<file path="src/rtl/aes_pkg.sv">
// aes_pkg: shared encodings and types for the AES chaining-mode controller.
package aes_pkg;
    localparam int AES_BLK_W = 128;
    typedef logic [AES_BLK_W-1:0] blk_t;
    typedef enum logic [1:0] {AES_ECB = 2'b00, AES_CBC = 2'b01, AES_CTR = 2'b10} mode_t;
    typedef enum logic [1:0] {S_IDLE, S_LOAD, S_WAIT} state_t;
endpackage

</file>
<file path="src/rtl/aes_blk_fifo.sv">
// aes_blk_fifo: synchronous FIFO with occupancy count; head reads as zero when empty.
module aes_blk_fifo #(
    parameter int WIDTH = 128,
    parameter int DEPTH = 4
) (
    input  logic                   i_clk,
    input  logic                   i_rst_n,
    input  logic                   i_push,
    input  logic [WIDTH-1:0]       i_data,
    input  logic                   i_pop,
    output logic [WIDTH-1:0]       o_data,
    output logic [$clog2(DEPTH):0] o_count
);
    localparam int AW = $clog2(DEPTH);
    logic [WIDTH-1:0] r_mem [DEPTH];
    logic [AW-1:0]    r_wr, r_rd;
    logic [AW:0]      r_cnt;
    logic             w_push, w_pop;
    assign w_pop  = i_pop & (r_cnt != '0);
    assign w_push = i_push & ((r_cnt != (AW+1)'(DEPTH)) | w_pop);
    always_ff @(posedge i_clk or negedge i_rst_n) begin
        if (!i_rst_n) begin
            r_wr  <= '0;
            r_rd  <= '0;
            r_cnt <= '0;
        end else begin
            if (w_push) r_wr <= r_wr + AW'(1);
            if (w_pop) r_rd <= r_rd + AW'(1);
            r_cnt <= r_cnt + (AW+1)'(w_push) - (AW+1)'(w_pop);
        end
    end
    always_ff @(posedge i_clk)
        if (w_push) r_mem[r_wr] <= i_data;
    assign o_data  = (r_cnt != '0) ? r_mem[r_rd] : '0;
    assign o_count = r_cnt;
endmodule

</file>
<file path="src/rtl/aes_mode_ctrl.sv">
// aes_mode_ctrl: ECB/CBC/CTR chaining engine around a single-block AES core;
// one block in flight, results queued in an output buffer.
module aes_mode_ctrl
    import aes_pkg::*;
#(
    parameter int BLK_W     = 128,
    parameter int CTR_W     = 32,
    parameter int OUT_DEPTH = 4
) (
    input  logic             mclk,
    input  logic             rst_n,
    input  logic [1:0]       cfg_mode,
    input  logic             cfg_dir,
    input  logic [BLK_W-1:0] cfg_iv,
    input  logic             cfg_start,
    input  logic             in_valid,
    output logic             in_ready,
    input  logic [BLK_W-1:0] in_data,
    output logic             out_valid,
    input  logic             out_ready,
    output logic [BLK_W-1:0] out_data,
    output logic             core_ld,
    output logic             core_dir,
    output logic [BLK_W-1:0] core_text_in,
    input  logic             core_done,
    input  logic [BLK_W-1:0] core_text_out,
    output logic [15:0]      blk_cnt,
    output logic             idle
);
    localparam int OW = $clog2(OUT_DEPTH) + 1;
    localparam logic [OW-1:0] OCC_MAX = OW'(OUT_DEPTH);

    state_t           r_state, w_next;
    mode_t            r_mode;
    logic             r_dir, r_live;
    logic [BLK_W-1:0] r_chain, r_din, r_text, w_text, w_res;
    logic [OW-1:0]    r_occ, w_fifo_cnt;
    logic [15:0]      r_blk_cnt;
    logic             w_acc, w_pop, w_done, w_cbc_enc, w_cbc_dec;

    assign w_acc     = in_valid & in_ready;
    assign w_pop     = out_valid & out_ready;
    assign w_done    = (r_state == S_WAIT) & core_done;
    assign w_cbc_enc = (r_mode == AES_CBC) & !r_dir;
    assign w_cbc_dec = (r_mode == AES_CBC) & r_dir;
    assign w_text    = (r_mode == AES_CTR) ? r_chain : w_cbc_enc ? in_data ^ r_chain : in_data;
    assign w_res     = (r_mode == AES_CTR) ? core_text_out ^ r_din :
                       w_cbc_dec ? core_text_out ^ r_chain : core_text_out;

    always_ff @(posedge mclk or negedge rst_n)
        if (!rst_n) r_state <= S_IDLE;
        else r_state <= w_next;

    always_comb
        w_next = (r_state == S_IDLE) ? (w_acc ? S_LOAD : S_IDLE) :
                 (r_state == S_LOAD) ? S_WAIT : (w_done ? S_IDLE : S_WAIT);

    // Occupancy includes the in-flight block, so a finished block always has a slot.
    always_comb begin
        in_ready = r_live & (r_state == S_IDLE) & !cfg_start & (r_occ < OCC_MAX);
        core_ld  = (r_state == S_LOAD);
        core_dir = (r_mode != AES_CTR) & r_dir;
        idle     = (r_state == S_IDLE) & !out_valid;
    end

    always_ff @(posedge mclk or negedge rst_n) begin
        if (!rst_n) begin
            r_live    <= 1'b0;
            r_mode    <= AES_ECB;
            r_dir     <= 1'b0;
            r_chain   <= '0;
            r_din     <= '0;
            r_text    <= '0;
            r_occ     <= '0;
            r_blk_cnt <= '0;
        end else begin
            r_live <= 1'b1;
            r_occ  <= r_occ + OW'(w_acc) - OW'(w_pop);
            if (cfg_start && r_state == S_IDLE) begin
                r_mode    <= (cfg_mode == 2'b11) ? AES_ECB : mode_t'(cfg_mode);
                r_dir     <= cfg_dir;
                r_chain   <= cfg_iv;
                r_blk_cnt <= '0;
            end
            if (w_acc) begin
                r_din  <= in_data;
                r_text <= w_text;
            end
            if (w_done) begin
                r_blk_cnt <= (r_blk_cnt == 16'hFFFF) ? r_blk_cnt : r_blk_cnt + 16'd1;
                if (w_cbc_enc) r_chain <= core_text_out;
                else if (w_cbc_dec) r_chain <= r_din;
                else if (r_mode == AES_CTR) r_chain[CTR_W-1:0] <= r_chain[CTR_W-1:0] + CTR_W'(1);
            end
        end
    end

    aes_blk_fifo #(.WIDTH(BLK_W), .DEPTH(OUT_DEPTH)) u_fifo (
        .i_clk   (mclk),
        .i_rst_n (rst_n),
        .i_push  (w_done),
        .i_data  (w_res),
        .i_pop   (out_ready),
        .o_data  (out_data),
        .o_count (w_fifo_cnt)
    );

    assign out_valid    = (w_fifo_cnt != '0);
    assign core_text_in = r_text;
    assign blk_cnt      = r_blk_cnt;
endmodule
</file>
<file path="config.mk">
export PLATFORM = sky130hd
export DESIGN_NAME = aes_mode_ctrl
export DESIGN_NICKNAME = d
export VERILOG_FILES = /design/src/rtl/aes_pkg.sv /design/src/rtl/aes_blk_fifo.sv /design/src/rtl/aes_mode_ctrl.sv
export SDC_FILE = /design/constraint.sdc
export NUM_CORES = 1
export LEC_CHECK = 0
export CORE_ASPECT_RATIO = 1.4
export CORE_MARGIN = 2
export CORE_UTILIZATION = 35
export CTS_CLUSTER_SIZE = 40
export DETAILED_ROUTE_END_ITERATION = 10
export DONT_BUFFER_PORTS = 1
export GPL_TIMING_DRIVEN = 0
export PLACE_DENSITY_LB_ADDON = 0.12
export SYNTH_ARGS = -nofsm -noshare
export SYNTH_HDL_FRONTEND = slang
export SYNTH_SLANG_ARGS = --single-unit
</file>
<file path="constraint.sdc">
create_clock -name mclk -period 5 [get_ports mclk]
set_input_delay 0.5 -clock mclk [delete_from_list [all_inputs] [get_ports mclk]]
set_output_delay 0.5 -clock mclk [all_outputs]
set_load 0.02 [all_outputs]
</file>
Word level (Yosys, flattened, before mapping)
Memory sizes are Yosys's and may differ from the RTL's.
Cells that the tools add are included.
{ "totals": {"reg_bits": 416, "ramBits": 512, "input_bits": 393, "output_inout_bits": 277, "wordCells": 75, "mem_count": 1} }
{ "classes": {"n_addsub": 8, "n_lt_le_gt_ge": 1, "n_eq_ne": 9, "mux": 21, "bitwise": 15, "reduce_logical": 8} }
{ "mem_list": {"columns": ["memory", "depth", "word_bits", "rd", "rd_clocked_by_memory_dff", "write_ports", "line", "source"], "rows": [
  ["u_fifo.r_mem", 4, 128, 1, 0, 1, "aes_blk_fifo.sv:15", "logic [WIDTH-1:0] r_mem [DEPTH];"]
]} }
{ "op_table": {"columns": ["op", "n"], "rows": [
  ["$mux W128", 8],
  ["$xor A128 B128 Y128", 3],
  ["$mux W96", 1],
  ["$mux W32", 2],
  ["$mux W16", 3],
  ["$add A32 B1 Y32 const B", 1],
  ["$add A16 B1 Y16 const B", 1],
  ["$eq A16 B16 Y1 const B", 1],
  ["$and A1 B1 Y1", 11],
  ["$mux W2", 4],
  ["$add A3 B1 Y3", 2],
  ["$eq A2 B2 Y1 const B", 3],
  ["$sub A3 B1 Y3", 2],
  ["$add A2 B1 Y2 const B", 2],
  ["$eq A2 B1 Y1 const B", 2],
  ["$ne A2 B2 Y1 const B", 2],
  ["$logic_not A1 Y1", 3],
  ["$lt A3 B3 Y1 const B", 1],
  ["$mux W1", 3],
  ["$ne A3 B3 Y1 const B", 1],
  ["$reduce_bool A3 Y1", 1],
  ["$logic_not A2 Y1", 1],
  ["$reduce_and A2 Y1", 1],
  ["$reduce_bool A2 Y1", 1],
  ["other kinds (2)", 2]
]} }

Longest topological paths before layout
Gate-level depths: netlist (run 1).
{ "depth": {"depth_word": 7, "mapped_depth": 14, "depth_no_buf": 10} }

Cells and area by module
A second synthesis (run 1) with hierarchy kept.
{ "hier_totals": {"cells_unflattened": 3818, "area_unflattened_um2": 43992.2} }
{ "modules_own_cells": {"columns": ["module", "instances", "cells_per_inst", "area_each_um2", "seq_area_each_um2"], "rows": [
  ["aes_mode_ctrl", 1, 2972, 24262.0, 10234.8],
  ["aes_blk_fifo", 1, 846, 19730.2, 15549.9]
]} }

Least setup slack after synthesis (run 1)
No wires, ideal clock.
{ "synth_path": {"path_type": "reg-to-reg", "from": "register r_state[0]", "to": "memory u_fifo.r_mem[2][0] (enable)", "setup_time_ns": 0.502, "t_arrival_ns": 4.093, "required_ns": 4.498, "slack_ns": 0.404, "path_stages_with_launch": 5, "path_buffers": 1, "synth_period_minus_slack_ns": 4.596, "cell_sequence": "dfrtp_1 -> nand3b_1 -> buf_2 -> nor2_1 -> and2_1"} }
{ "synth_via": {"elab_chain_len": 5} }
{ "synth_rtl": {"columns": ["element", "line", "source"], "rows": [
  ["start, declared", "aes_mode_ctrl.sv:33", "state_t r_state, w_next;"],
  ["start signal, assigned", "aes_mode_ctrl.sv:52", "else r_state <= w_next;"],
  ["$eq A2 B2 Y1", "aes_mode_ctrl.sv:43", "assign w_done = (r_state == S_WAIT) & core_done;"],
  ["$and A1 B1 Y1", "aes_mode_ctrl.sv:43", null],
  ["$and A1 B1 Y1", "aes_blk_fifo.sv:20", "assign w_push = i_push & ((r_cnt != (AW+1)'(DEPTH)) | w_pop);"],
  ["via u_fifo.w_push", "aes_blk_fifo.sv:18", "logic w_push, w_pop;"],
  ["$mux W1", "aes_blk_fifo.sv:33", "if (w_push) r_mem[r_wr] <= i_data;"],
  ["$mux W1 (implied by the code)", "aes_blk_fifo.sv:33", null],
  ["end, declared", "aes_blk_fifo.sv:15", null]
]} }
The timed path passes the listed nets, and every way through them passes these cells.

Final worst setup path (run 1)
{ "layout_path": {"from": "register u_fifo.r_rd[0]", "to": "output out_data[30]"} }
{ "layout_via": {"elab_chain_len": 2} }
{ "layout_rtl": {"columns": ["element", "line", "source"], "rows": [
  ["start, declared", "aes_blk_fifo.sv:16", "logic [AW-1:0] r_wr, r_rd;"],
  ["start signal, assigned", "aes_blk_fifo.sv:28", "if (w_pop) r_rd <= r_rd + AW'(1);"],
  ["$mem_v2 Z4 W128", null, null],
  ["$mux W128", "aes_blk_fifo.sv:34", "assign o_data = (r_cnt != '0) ? r_mem[r_rd] : '0;"],
  ["end, declared", "aes_mode_ctrl.sv:21", "output logic [BLK_W-1:0] out_data,"]
]} }
Every way passes these cells.

==> results of run 1 <==
[cells in the final DEF, fill, tap and decap left out, types with 10 or more instances in the layout]
master,synthesis,layout
buf_2,102,102
a22oi_1,131,131
clkinv_2,0,28
mux2i_1,41,41
nor2_1,32,32
or2_0,67,67
clkbuf_1,141,153
mux2_2,25,25
nand2_1,372,372
ha_1,10,10
xnor2_1,152,152
o31ai_1,130,130
mux2_1,110,110
buf_1,25,25
nand3_1,148,148
a21oi_1,279,279
diode_2,0,10
dfrtp_1,416,416
dlygate4sd3_1,0,349
nand4_1,14,14
clkbuf_16,0,101
or2_1,61,61
buf_4,18,18
clkinv_1,0,11
a31oi_1,103,103
buf_16,0,11
inv_1,15,15
edfxtp_1,512,512
and2_1,236,232
a211oi_1,102,102
bufinv_16,0,14
mux4_2,128,128
o21ai_0,26,26
[logic make-up (layout without fill, tap and decap cells)]
kind of cell	Yosys count	after routing	share of synthesized area, %
XOR/XNOR	160	160	3.17
other	1	11	0.00848
AND/OR/NAND/NOR	1003	1003	11.8
buffers and inverters	308	858	3.11
adder cells (fa/ha/maj)	12	12	0.373
flip-flops	928	928	58.3
multiplexers	304	304	10.9
AO/OA/AOI/OAI	839	839	12.3
[path summary, 6_finish.rpt]
path                                                  from                            end  cells after the start
worst max-delay path            u_fifo.r_rd[0]$_DFFE_PN0P_                   out_data[30]                      5
worst min-delay path                                 rst_n         r_chain[121]$_DFF_PN0_                      0
worst max register to register        r_state[0]$_DFF_PN0_             r_occ[2]$_DFF_PN0_                     13
worst min register to register          r_occ[0]$_DFF_PN0_             r_occ[0]$_DFF_PN0_                      1
max in group asynchronous                            rst_n          r_din[31]$_DFFE_PN0P_                      0
min in group mclk                             in_data[105]  core_text_in[105]$_DFFE_PN0P_                      2
[registers in the layout, indices dropped and copies added (netlist names)]
signal,flops
u_fifo.r_mem,512
core_text_in,128
r_chain,128
r_din,128
blk_cnt,16
r_occ,3
u_fifo.o_count,3
r_mode,2
r_state,2
u_fifo.r_rd,2
u_fifo.r_wr,2
r_dir,1
r_live,1
[per-stage QoR]
stage / power [mW] / area (um^2) / instances / util, %
2_1_floorplan: 17.5 / 44200 / 3555 / -
3_3_place_gp: 20.7 / 46300 / 5193 / 36.9
3_5_place_dp: 20.7 / 46700 / 5206 / 37.1
4_1_cts: 29.1 / 53500 / 5743 / 42.6
5_1_grt: 30.2 / 53500 / 5750 / 42.6
6_report: 28.9 / 53600 / 5753 / 42.6
[power breakdown]
group | switching [mW] | internal [mW] | total [mW]
clock network | 3.33 | 4.52 | 7.86
logic | 5.58 | 3.49 | 9.06
registers | 2.11 | 9.87 | 12.0
total | 11.0 | 17.9 | 28.9
[cell type report]
cell class                      count  area (um^2)  area share, %
Multi-Input combinational cell   2319        17100           31.9
Inverter                           18         67.6          0.126
Sequential cell                   928        25800           48.1
Buffer                            290         1310           2.45
Timing Repair Buffer              362         3840           7.16
Clock buffer                      124         2670           4.99
Clock inverter                     64          707           1.32
Tap cell                         1638         2050           3.83
Antenna cell                       10         25.0         0.0467
[critical path: stages, from the launching register on]
cell and delay [ns]:
dfrtp_1 0.33, clkbuf_1 0.23, clkbuf_2 0.66, buf_2 0.50, mux4_2 0.59, and2_1 0.34
[timing repair]
item / CTS / global route
endpoints found under the setup margin: 0 / 0
hold endpoints to repair: 815 / 416
setup buffers: 0 / 0
[routing by layer]
metal	vias up	global-route usage, %
li1	14300	-
met1	17100	32.8
met2	1256	46.0
met3	261	7.98
met4	6	10.1
met5	-	0
==> results.py, run 1 <==
metrics = {
    "critical_path": {
        "reg2reg_setup_slack_ns": 1.27,
        "crit_arrival_ns": 3.37,
        "end_kind": "primary output",
        "critPathLaunchType": "register",
        "path_class": "reg2out",
        "cp.required_ns": 4.50,
        "path_max_fanout": 10,
    },
    "logic_synthesis": {
        "netlist_area_um2": 44200,
        "syn_inst": 3555,
        "synth_warnings": 0,
        "synthTopCellsByArea": "edfxtp_1 (35%), dfrtp_1 (24%), mux4_2 (6.5%), and2_1 (3.3%), a21oi_1 (3.2%)",
        "yosysTopAreaCellShare_pct": 34.7,
        "syn-num-nets": 3960,
        "synth_edf_count": 512,
        "yosysUniqueCellTypes": 80,
        "yosysMostFrequentCell": "edfxtp_1",
        "seq_area_frac_synth_pct": 58.3,
        "synth_commonest_cells": "edfxtp_1 (512), dfrtp_1 (416), nand2_1 (372)",
        "syn_area_per_cell_um2": 12.4,
        "async_flop_share_pct": 44.8,
        "synth_top_area_cell": "edfxtp_1",
        "ys.flop_type": "edfxtp_1",
        "synth-seq-cells": 928,
    },
    "clock_network": {
        "post_cts_resized": 0,
        "cts.sinks": 928,
        "clk_latency_ns": 0.73,
        "holdBufCountCts": 349,
        "cts_tree": "done",
        "cts_root_buf": "clkbuf_16",
        "cts_buffers": 100,
        "clk_path_buf_depth": 3,
        "htreeDepth": 3,
        "path_clk_slew_ns": 0.06,
    },
    "cells_and_area": {
        "nNetsFinal": 4424,
        "drive_gt1_share_pct": 11.9,
        "area_delta_synth_final_pct": 21.0,
        "nFillCells": 12000,
    },
    "routing": {
        "wl_met2_mm": 87.2,
        "met3RoutedLength_mm": 14.8,
        "avgRoutedWirePerCell_um": 31.1,
        "maxUsedRoutingLayer": "met5",
        "wl_met1_mm": 70.2,
        "vias": 32900,
        "drt_pass1_iterations": 6,
        "drtIter0Drc": 2512,
        "wl_mm": 179,
        "drtAntennaViolNets": 0,
        "routed_via_density": 5.71,
        "drc": 0,
    },
    "pwr": {
        "leakagePower_nw": 19.2,
        "peakVddDrop_mv": 0.306,
        "powerDensity_nw_per_um2": 540,
    },
    "die": {
        "fp-row-count": 154,
        "die_area_um2": 129000,
        "initial_utilization_pct": 35.2,
        "die_w_um": 304,
        "fp.dieH_um": 425,
        "io_pins": 670,
        "core_um2": 126000,
    },
    "flow_run": {
        "maxCapViolations": 0,
    },
    "sta": {
        "min_period_over_period_pct": 77.4,
        "finalHoldViolations": 416,
        "setup_viol": 0,
        "max_slew_margin_pct": 7.96,
        "skew_ns": 0.0311,
        "period_needed_ns": 3.87,
        "fin_tns_setup_ns": 0,
        "hold_ws_ns": -0.530,
        "slew_violations": 0,
        "rsz0062_at_grt": "no",
        "max_slew.worst_pin.slew_ns": 1.38,
        "fmaxAchievable_mhz": 258,
        "setup_ws_ns": 1.13,
    },
    "grt": {
        "grt_pass1_wl_mm": 255,
        "antenna_found_initial": 19,
        "grt_start_max_net_pins": 417,
        "grt_pass1_vias": 33900,
        "grt_overflow_total": 0,
        "track_usage_pct": 27.2,
    },
    "placement": {
        "io_buffers": 0,
        "gp_congestion": 0.840,
        "pre_cts_ws_ns": 1.27,
        "hpwlAfterDp_mm": 123,
    },
    "run_status": {
        "violations": "negative hold slack",
        "status": "complete, but fails checks",
    },
    "hold_path": {
        "hold_class": "in2async",
    },
}
(Power assumes the default switching activity.)
==> run 2, diff against run 1 <==
==> constraint.sdc (replaced) <==
create_clock -name mclk -period 3.28 [get_ports mclk]
set_input_delay 0.328 -clock mclk [delete_from_list [all_inputs] [get_ports mclk]]
set_output_delay 0.328 -clock mclk [all_outputs]
set_load 0.02 [all_outputs]
==> run 2 against run 1 <==
Effect of this change: the run ends with negative hold slack, max-slew violations left; sequential cell count unchanged; register-to-register slack worse by 1.2 ns; critical path type is now reg2reg; clock power increased by 46%.
==> results.py, run 2 (synthesis results as in run 1) <==
metrics = {
    "grt": {
        "grt_start_max_net_pins": 417,
        "grt_overflow_total": 0,
        "antenna_found_initial": 49,
        "grt_pass1_wl_mm": 251,
        "track_usage_pct": 26.7,
        "grt_pass1_vias": 34200,
    },
    "critical_path": {
        "critPathSlowestCell": "clkbuf_1",
        "timing.critical_path.buf_inv": 3,
        "rr_endpoint": "u_fifo.r_mem[1][39]$_DFFE_PP_",
        "path_max_fanout": 10,
        "r2r_cells": 7,
        "critPathLaunchType": "register",
        "reg2reg_setup_slack_ns": 0.11,
        "crit_chain": "nand2b_1 -> buf_2 -> nor2_1 -> buf_4 -> clkbuf_1 -> a22oi_1 -> xnor2_1",
        "cpPeakStageDelay_ns": 0.68,
        "timing.rr.start": "r_mode[1]$_DFFE_PN0N_",
        "crit_arrival_ns": 3.61,
        "end_kind": "register",
        "path_delay_family": "buffers and inverters",
        "path_class": "reg2reg",
        "cp.required_ns": 3.72,
    },
    "placement": {
        "dp.cells": 5207,
        "hpwlAfterDp_mm": 124,
        "io_buffers": 0,
        "pre_cts_ws_ns": -0.443,
        "gp_congestion": 0.846,
        "dpl-instance-area_um2": 46700,
    },
    "cells_and_area": {
        "area_delta_synth_final_pct": 22.0,
        "nFillCells": 12000,
        "mostFrequentLayoutCells": "edfxtp_1 (512), dfrtp_1 (416), dlygate4sd3_1 (392)",
        "nNetsFinal": 4464,
        "fin_util_pct": 43.0,
        "final_cells": 5809,
        "mostFrequentLayoutCell": "edfxtp_1",
        "drive_gt1_share_pct": 11.9,
        "largest_register_ffs": 512,
        "top_register": "u_fifo.r_mem",
        "design_area_um2": 54000,
    },
    "pwr": {
        "swShare_pct": 38.6,
        "p_int_mw": 26.7,
        "pwr-share-seq_pct": 42.0,
        "powerDensity_nw_per_um2": 806,
        "p_sw_mw": 16.8,
        "peakVddDrop_mv": 0.480,
        "finalPower_mw": 43.5,
        "power_frac_comb_pct": 31.6,
        "power_frac_clock_pct": 26.4,
        "leakagePower_nw": 19.3,
    },
    "routing": {
        "avgRoutedWirePerCell_um": 30.3,
        "drt_pass1_iterations": 6,
        "drc": 0,
        "vias": 33000,
        "drtAntennaViolNets": 0,
        "drtIter0Drc": 2648,
        "wl_mm": 176,
        "routed_via_density": 5.67,
    },
    "sta": {
        "skew_ns": 0.0317,
        "fin_tns_setup_ns": 0,
        "finalHoldViolations": 416,
        "min_period_over_period_pct": 96.7,
        "slew_violations": 46,
        "period_needed_ns": 3.17,
        "fmaxAchievable_mhz": 315,
        "setup_ws_ns": 0.108,
        "max_slew_margin_pct": -1.99,
        "setup_viol": 0,
        "max_slew.worst_pin.slew_ns": 1.53,
        "rsz0062_at_grt": "no",
        "hold_ws_ns": -0.681,
    },
    "die": {
        "core_um2": 126000,
        "fp.dieH_um": 425,
        "fp-row-count": 154,
        "io_pins": 670,
        "initial_utilization_pct": 35.2,
        "die_w_um": 304,
        "die_area_um2": 129000,
    },
    "clock_network": {
        "cts.sinks": 928,
        "clk_latency_ns": 0.71,
        "cts_tree": "done",
        "path_clk_slew_ns": 0.06,
        "holdBufCountCts": 392,
        "htreeDepth": 3,
        "clk_path_buf_depth": 3,
        "cts_buffers": 96,
        "cts_root_buf": "clkbuf_16",
    },
    "hold_path": {
        "hold_class": "in2async",
    },
    "run_status": {
        "violations": "negative hold slack, max-slew violations",
        "status": "complete, but fails checks",
    },
    "flow_run": {
        "maxCapViolations": 0,
    },
}
[run 2: cell type report]
class	instances	area [um^2]	share of cell area, %
well taps	1638	2050	3.80
multi-input cells	2321	17100	31.7
plain buffers	287	1380	2.55
inverters	18	67.6	0.125
flip-flops and latches	928	25800	47.7
clock buffers	135	2720	5.04
repair buffers	407	4290	7.94
diodes	28	70.1	0.130
clock inverters	47	515	0.955
[run 2: worst max-delay path by stage]
stage / from / cells after the start / end / slack, ns
floorplan: r_state[0]$_DFF_PN0_ / 4 / u_fifo.r_mem[0][0]$_DFFE_PP_ / 0.09
global placement: r_state[0]$_DFF_PN0_ / 4 / u_fifo.r_mem[3][52]$_DFFE_PP_ / -2.38
detailed placement: r_state[0]$_DFF_PN0_ / 13 / r_occ[2]$_DFF_PN0_ / -0.44
CTS: r_state[0]$_DFF_PN0_ / 6 / u_fifo.r_mem[2][82]$_DFFE_PP_ / 0.01
global route: r_mode[1]$_DFFE_PN0N_ / 7 / u_fifo.r_mem[2][29]$_DFFE_PP_ / 0.02
finish: r_mode[1]$_DFFE_PN0N_ / 7 / u_fifo.r_mem[1][39]$_DFFE_PP_ / 0.11
[run 2: metal layers]
metal  wire length, um  global-route usage [%]  up-vias
met2             86100                    45.5     1252
met4              6590                    10.1       28
met3             13400                    7.14      307
met1             69500                    32.3    17000
li1                  -                       -    14400
met5               171                       0        -
[run 2: timing repair]
action	4_1_cts	5_1_grt
cloned	1	1
setup endpoints to repair	267	84
buffers inserted	1	0
pin swaps	1	1
hold endpoints to repair	1315	416
resized for setup	31	2
[run 2: power groups by stage]
stage	Sequential, mW	Combinational, mW	Clock, mW
3_5_place_dp	18.5	13.2	0
2_1_floorplan	17.4	9.34	0
4_1_cts	18.3	13.9	11.7
5_1_grt	18.6	14.8	12.1
6_report	18.3	13.7	11.5
3_3_place_gp	18.5	13.0	0
[run 2: worst reg2reg max path, cell delays in order (launching register included)]
cell,delay [ns]
dfrtp_1,0.47
nand2b_1,0.18
buf_2,0.16
nor2_1,0.28
buf_4,0.47
clkbuf_1,0.69
a22oi_1,0.18
xnor2_1,0.47
